[config.mk]
export PLATFORM = sky130hd
export DESIGN_NAME = modem_demod_flat
export DESIGN_NICKNAME = d
export VERILOG_FILES = /design/src/rtl/modem_demod_if.sv /design/src/rtl/modem_demod.sv /design/src/flat_wrapper.sv
export SDC_FILE = /design/constraint.sdc
export NUM_CORES = 1
export LEC_CHECK = 0
export CORE_MARGIN = 1
export CORE_UTILIZATION = 40
export CTS_CLUSTER_SIZE = 10
export DETAILED_ROUTE_END_ITERATION = 10
export SLEW_MARGIN = 20
export SYNTH_ARGS = -nofsm -noshare
export SYNTH_HDL_FRONTEND = slang
export SYNTH_SLANG_ARGS = --single-unit
[constraint.sdc]
create_clock -name clk -period 2.7 [get_ports clk]
set_input_delay 0.81 -clock clk [delete_from_list [all_inputs] [get_ports clk]]
set_output_delay 0.81 -clock clk [all_outputs]
set_load 0.1 [all_outputs]
[src/rtl/modem_demod_if.sv]
// Sample-stream and decided-bit signals of the demodulator.
// The source side is master, the demodulator is slave.
interface modem_demod_if;
    logic [1:0] sel;
    logic [6:0] sample_in;
    logic       sample_valid;
    logic       bit_out;
    logic       bit_valid;
    logic       busy;

    modport master (
        output sel, sample_in, sample_valid,
        input  bit_out, bit_valid, busy
    );

    modport slave (
        input  sel, sample_in, sample_valid,
        output bit_out, bit_valid, busy
    );
endinterface

[src/rtl/modem_demod.sv]
// ASK/FSK/BPSK/raw integrate-and-dump demodulator, one bit per SPS samples.
// Optional DEMOD_PREAMBLE_EN: hunt for 1010 before emitting data bits.
module modem_demod #(
    parameter int SPS    = 16,
    parameter int AMP_TH = 16,
    parameter int FSK_TH = 3
) (
    input logic          clk,
    input logic          rst,
    modem_demod_if.slave bus
);
    localparam int IW = $clog2(SPS);
    localparam int CW = IW + 1;
    localparam int AW = IW + 2;
    localparam logic [IW-1:0] LAST = IW'(SPS - 1);
    localparam logic [CW-1:0] HALF = CW'(SPS / 2);
    localparam logic [CW-1:0] FTH  = CW'(FSK_TH);
    localparam logic [6:0]    ATH  = 7'(AMP_TH);

    typedef enum logic [1:0] {
        M_ASK  = 2'b00,
        M_FSK  = 2'b01,
        M_BPSK = 2'b10,
        M_RAW  = 2'b11
    } mode_e;

    mode_e         mode_q, mode_d;
    logic [IW-1:0] idx_q, idx_d;
    logic [CW-1:0] cnt_q, cnt_d, cnt_nx;
    logic [AW-1:0] acc_q, acc_d, acc_nx;
    logic          prev_q, prev_d;
    logic          bit_q, bit_d;
    logic          vld_q, vld_d;
    logic          sgn, hit, chg;
    logic          dec, dec_bit, raw_v, emit;
    logic [6:0]    mag;

    assign sgn = bus.sample_in[6];
    assign mag = sgn ? bus.sample_in - 7'd64 : 7'd64 - bus.sample_in;
    assign chg = mode_e'(bus.sel) != mode_q;

    always_comb begin
        hit = 1'b0;
        case (mode_q)
            M_ASK:   hit = mag >= ATH;
            M_FSK:   hit = sgn != prev_q;
            default: hit = 1'b0;
        endcase
    end

    // BPSK reference is one carrier period: high for the first half-symbol
    assign cnt_nx = (&cnt_q) ? cnt_q : cnt_q + CW'(hit);
    assign acc_nx = (sgn == ~idx_q[IW-1]) ? acc_q + AW'(1)
                                          : acc_q - AW'(1);

    always_comb begin
        mode_d  = mode_q;
        idx_d   = idx_q;
        cnt_d   = cnt_q;
        acc_d   = acc_q;
        prev_d  = prev_q;
        dec     = 1'b0;
        dec_bit = 1'b0;
        raw_v   = 1'b0;
        if (chg) begin
            mode_d = mode_e'(bus.sel);
            idx_d  = '0;
            cnt_d  = '0;
            acc_d  = '0;
        end else if (bus.sample_valid) begin
            prev_d = sgn;
            if (mode_q == M_RAW) begin
                raw_v = 1'b1;
            end else if (idx_q == LAST) begin
                idx_d = '0;
                cnt_d = '0;
                acc_d = '0;
                dec   = 1'b1;
                case (mode_q)
                    M_ASK:   dec_bit = cnt_nx >= HALF;
                    M_FSK:   dec_bit = cnt_nx >= FTH;
                    default: dec_bit = ~acc_nx[AW-1];
                endcase
            end else begin
                idx_d = idx_q + IW'(1);
                cnt_d = cnt_nx;
                acc_d = acc_nx;
            end
        end
    end

`ifdef DEMOD_PREAMBLE_EN
    typedef enum logic {S_HUNT, S_DATA} st_e;

    st_e        st_q, st_d;
    logic [3:0] hist_q, hist_d, hist_nx;

    assign hist_nx = {hist_q[2:0], dec_bit};

    always_comb begin
        st_d   = st_q;
        hist_d = hist_q;
        emit   = 1'b0;
        if (chg) begin
            st_d   = S_HUNT;
            hist_d = '0;
        end else if (dec) begin
            case (st_q)
                S_HUNT: begin
                    hist_d = hist_nx;
                    if (hist_nx == 4'b1010) st_d = S_DATA;
                end
                default: emit = 1'b1;
            endcase
        end
    end

    always_ff @(posedge clk) begin
        if (rst) begin
            st_q   <= S_HUNT;
            hist_q <= '0;
        end else begin
            st_q   <= st_d;
            hist_q <= hist_d;
        end
    end
`else
    assign emit = dec;
`endif

    always_comb begin
        bit_d = bit_q;
        vld_d = 1'b0;
        if (raw_v) begin
            bit_d = sgn;
            vld_d = 1'b1;
        end else if (emit) begin
            bit_d = dec_bit;
            vld_d = 1'b1;
        end
    end

    always_ff @(posedge clk) begin
        if (rst) begin
            mode_q <= mode_e'(bus.sel);
            idx_q  <= '0;
            cnt_q  <= '0;
            acc_q  <= '0;
            prev_q <= 1'b1;
            bit_q  <= 1'b0;
            vld_q  <= 1'b0;
        end else begin
            mode_q <= mode_d;
            idx_q  <= idx_d;
            cnt_q  <= cnt_d;
            acc_q  <= acc_d;
            prev_q <= prev_d;
            bit_q  <= bit_d;
            vld_q  <= vld_d;
        end
    end

    assign bus.bit_out   = bit_q;
    assign bus.bit_valid = vld_q;
    assign bus.busy      = idx_q != '0;
endmodule

[src/flat_wrapper.sv]
// flat-port wrapper written by rule: the top's interface ports become plain ports
module modem_demod_flat 
#(
    parameter int SPS    = 16,
    parameter int AMP_TH = 16,
    parameter int FSK_TH = 3
)
  (clk, rst, bus_sel, bus_sample_in, bus_sample_valid, bus_bit_out, bus_bit_valid, bus_busy);
  modem_demod_if bus_i ();
  input logic clk;
  input logic rst;
  input wire logic [$bits(bus_i.sel)-1:0] bus_sel;
  input wire logic [$bits(bus_i.sample_in)-1:0] bus_sample_in;
  input wire logic [$bits(bus_i.sample_valid)-1:0] bus_sample_valid;
  output wire logic [$bits(bus_i.bit_out)-1:0] bus_bit_out;
  output wire logic [$bits(bus_i.bit_valid)-1:0] bus_bit_valid;
  output wire logic [$bits(bus_i.busy)-1:0] bus_busy;
  assign bus_i.sel = bus_sel;
  assign bus_i.sample_in = bus_sample_in;
  assign bus_i.sample_valid = bus_sample_valid;
  assign bus_bit_out = bus_i.bit_out;
  assign bus_bit_valid = bus_i.bit_valid;
  assign bus_busy = bus_i.busy;
  modem_demod #(.SPS(SPS), .AMP_TH(AMP_TH), .FSK_TH(FSK_TH)) u_core (.clk(clk), .rst(rst), .bus(bus_i));
endmodule
==> run metrics <==
area of the multi-input gates=817 sq um; maximum fanout along the worst path=2; hold buffers post-CTS=0; DRT iter0 DRCs=50; top cells by area, synth=dfxtp_1, ha_1, a21oi_1; fin nets=198; Leakage Power=0.630 nW; Final Cell Area=1610 sq um; dominant synthesized flop cell=dfxtp_1; DR vias=1158; f_max=around 0.38 GHz; post-synth top area cell=dfxtp_1; Core Region=2830 sq um; Avg WL per Cell=~13 microns; critical path arrival=2840 ps; die area=3270 sq um; worst hold path type=flop to flop; number of global-route vias before repair=1071; Ports=15; Peak VDD IR=around 0.00024 V; num rows=19; initial antenna violation count=0; GRT Util Overall=0.182; pin count of the biggest net entering global routing=14; synthesized cell area=1220 sq um; switch share=0.268; Max-slew headroom=0.657; Clk Latency, worst-skew pair=300 ps; Post-synth EDFFs=2; drt drc=8; Slew Viols, Final=0; final setup TNS=0 ps; CTS tree=yes; total global routing overflow=0; Int Pwr=0.000478 W; failing checks=DRC; #FFs+latches synth=20; Synth top area share=0.296; Die H=57.2 microns; Area Growth Syn to Fin=32.2%; synth warn=0; RSZ-0062 raised after global routing=true; WP data required=2880 ps; Clock transition at path regs=about 120 ps; Detailed Routing Iterations Pass 1=7; routability cong.=0.862; Seq/Total Area, Yosys=0.345; first-pass GRT wire length=between 4 and 5 mm; Yosys cell types=38; nature of the critical path endpoint=flop; layout cells sized above 1=0.210; Final Cycle Share=0.986; setup violation total in the final timing report=0; synth cell count leaders=a21oi_1, dfxtp_1, nand2_1; Syn Area/Cell=8.29 sq um; DP HPWL=approximately 1.9 mm; clock group share of total power=0.321; syn_nets=around 170; most common cell in the netlist=a21oi_1; final WL=around 2.7 mm; synthesized instance count=approximately 150; Routed Antenna Nets=0; status=finished, violations left; fillers=246; pwr/cell area=405 nW/um^2; CTS Buf Count=3; register area=420 sq um; placed instance area=1470 sq um; Die Width=57.2 microns; input/output buffers=14; Max-Cap Viols=0; vias per cell=5.59; clk root buf=clkbuf_4; Min Hold Slack=471 ps; crit path time final=2660 ps; maximum clock insertion buffer count=2; final core occ=0.570; clock skew=roughly 7.5 ps; Startpoint Class=primary input; Ant. Diodes=0; sequential share of power=0.491; Slew @ Worst Pin=approximately 510 ps; Hold Vio Cnt, Final=0; Logic pwr share=0.188; # H-tree levels=1; # clock sinks=20; kind of critical path=primary input to flop; Switch Pwr=0.000175 W; Post-synth ARST share=0; initial core utilization=0.431
worst max-delay path, cell delays in order:
cell	delay (ps)
dlygate4sd2_1	240
nand2_1	70
nor3_2	150
nor3_1	60
a21oi_1	120
nor2_1	60
ha_2	210
buf_4	130
buf_4	120
buf_4	120
a31oi_1	250
a21oi_4	60
a2111oi_4	270
o41a_1	150
a31oi_1	40
registers in the layout, summed over array words and instances (netlist names):
| signal | cells |
|---|---|
| u_core.acc_q | 6 |
| u_core.bus.bit_out | 1 |
| u_core.bus.bit_valid | 1 |
| u_core.cnt_q | 5 |
| u_core.idx_q | 4 |
| u_core.mode_q | 2 |
| u_core.prev_q | 1 |
per-layer routing:
metal	global-route usage	part of all wire	vias up
li1	-	-	587
met1	0.225	0.47	536
met2	0.314	0.46	31
met3	0.0476	0.058	4
met4	0.0453	0.012	0
met5	0	0	-
cells in the final DEF, fill, tap and decap left out, types with 3 or more instances in the layout:
cell type	synthesis	final
o21ai_0	4	4
buf_4	0	20
nand2_1	16	16
inv_1	6	6
ha_1	8	6
a31oi_1	3	3
a211oi_1	3	3
xnor2_1	3	3
clkbuf_4	0	3
dfxtp_1	18	18
a21oi_1	19	18
xor2_1	5	5
buf_6	2	3
clkdlybuf4s50_1	0	4
nor2_1	12	12
nor2b_1	4	4
dlygate4sd2_1	0	3
nor3_1	6	4
a21boi_0	3	3
nand3_1	3	3
final timing paths:
kind,from,to,slack [ps],cells past startpoint
max,bus_sample_in[5],u_core.bus.bit_out,40,15
min,u_core.acc_q[3],u_core.acc_q[3],470,2
max reg2reg,u_core.mode_q[0],u_core.bus.bit_out,180,13
min reg2reg,u_core.acc_q[3],u_core.acc_q[3],470,2
repair_timing:
action                                  4_1_cts  5_1_grt
endpoints found under the setup margin        4        1
pin swaps                                     9        5
setup buffers                                 4        0
hold endpoints to repair                      0        0
gates resized for setup                      23        5
final cells by class:
type,instances,area share
multi-input cells,114,0.507
well taps,31,0.0241
inverters,6,0.0140
flip-flops and latches,20,0.261
clock buffers,4,0.0295
repair buffers,32,0.165
through the flow:
step / setup WS, ps / power (W) / cells
after floorplan: -82.6 / 0.000400 / 147
after global placement: -612 / 0.000446 / 199
after detailed placement: -643 / 0.000447 / 199
after CTS: -31.1 / 0.000656 / 207
after global routing: -96.7 / 0.000686 / 207
final: 37.4 / 0.000653 / 207
power groups by stage:
stage / clock network, W / registers (W) / logic (W)
6_report: 0.000210 / 0.000320 / 0.000123
5_1_grt: 0.000229 / 0.000322 / 0.000135
4_1_cts: 0.000216 / 0.000319 / 0.000121
3_5_place_dp: 0 / 0.000326 / 0.000121
3_3_place_gp: 0 / 0.000325 / 0.000120
2_1_floorplan: 0 / 0.000324 / 0.0000761
cells by family after synthesis:
family | count (synthesis) | synth area share
DFF | 20 | 0.345
AOI/OAI and AO/OA | 45 | 0.239
buffers and inverters | 13 | 0.0524
and+or+nand+nor | 51 | 0.199
xor gates and xnor gates | 8 | 0.0575
adders and majority gates | 9 | 0.0986
muxes | 1 | 0.00821
Note: power is estimated with default switching activity, not from simulation.
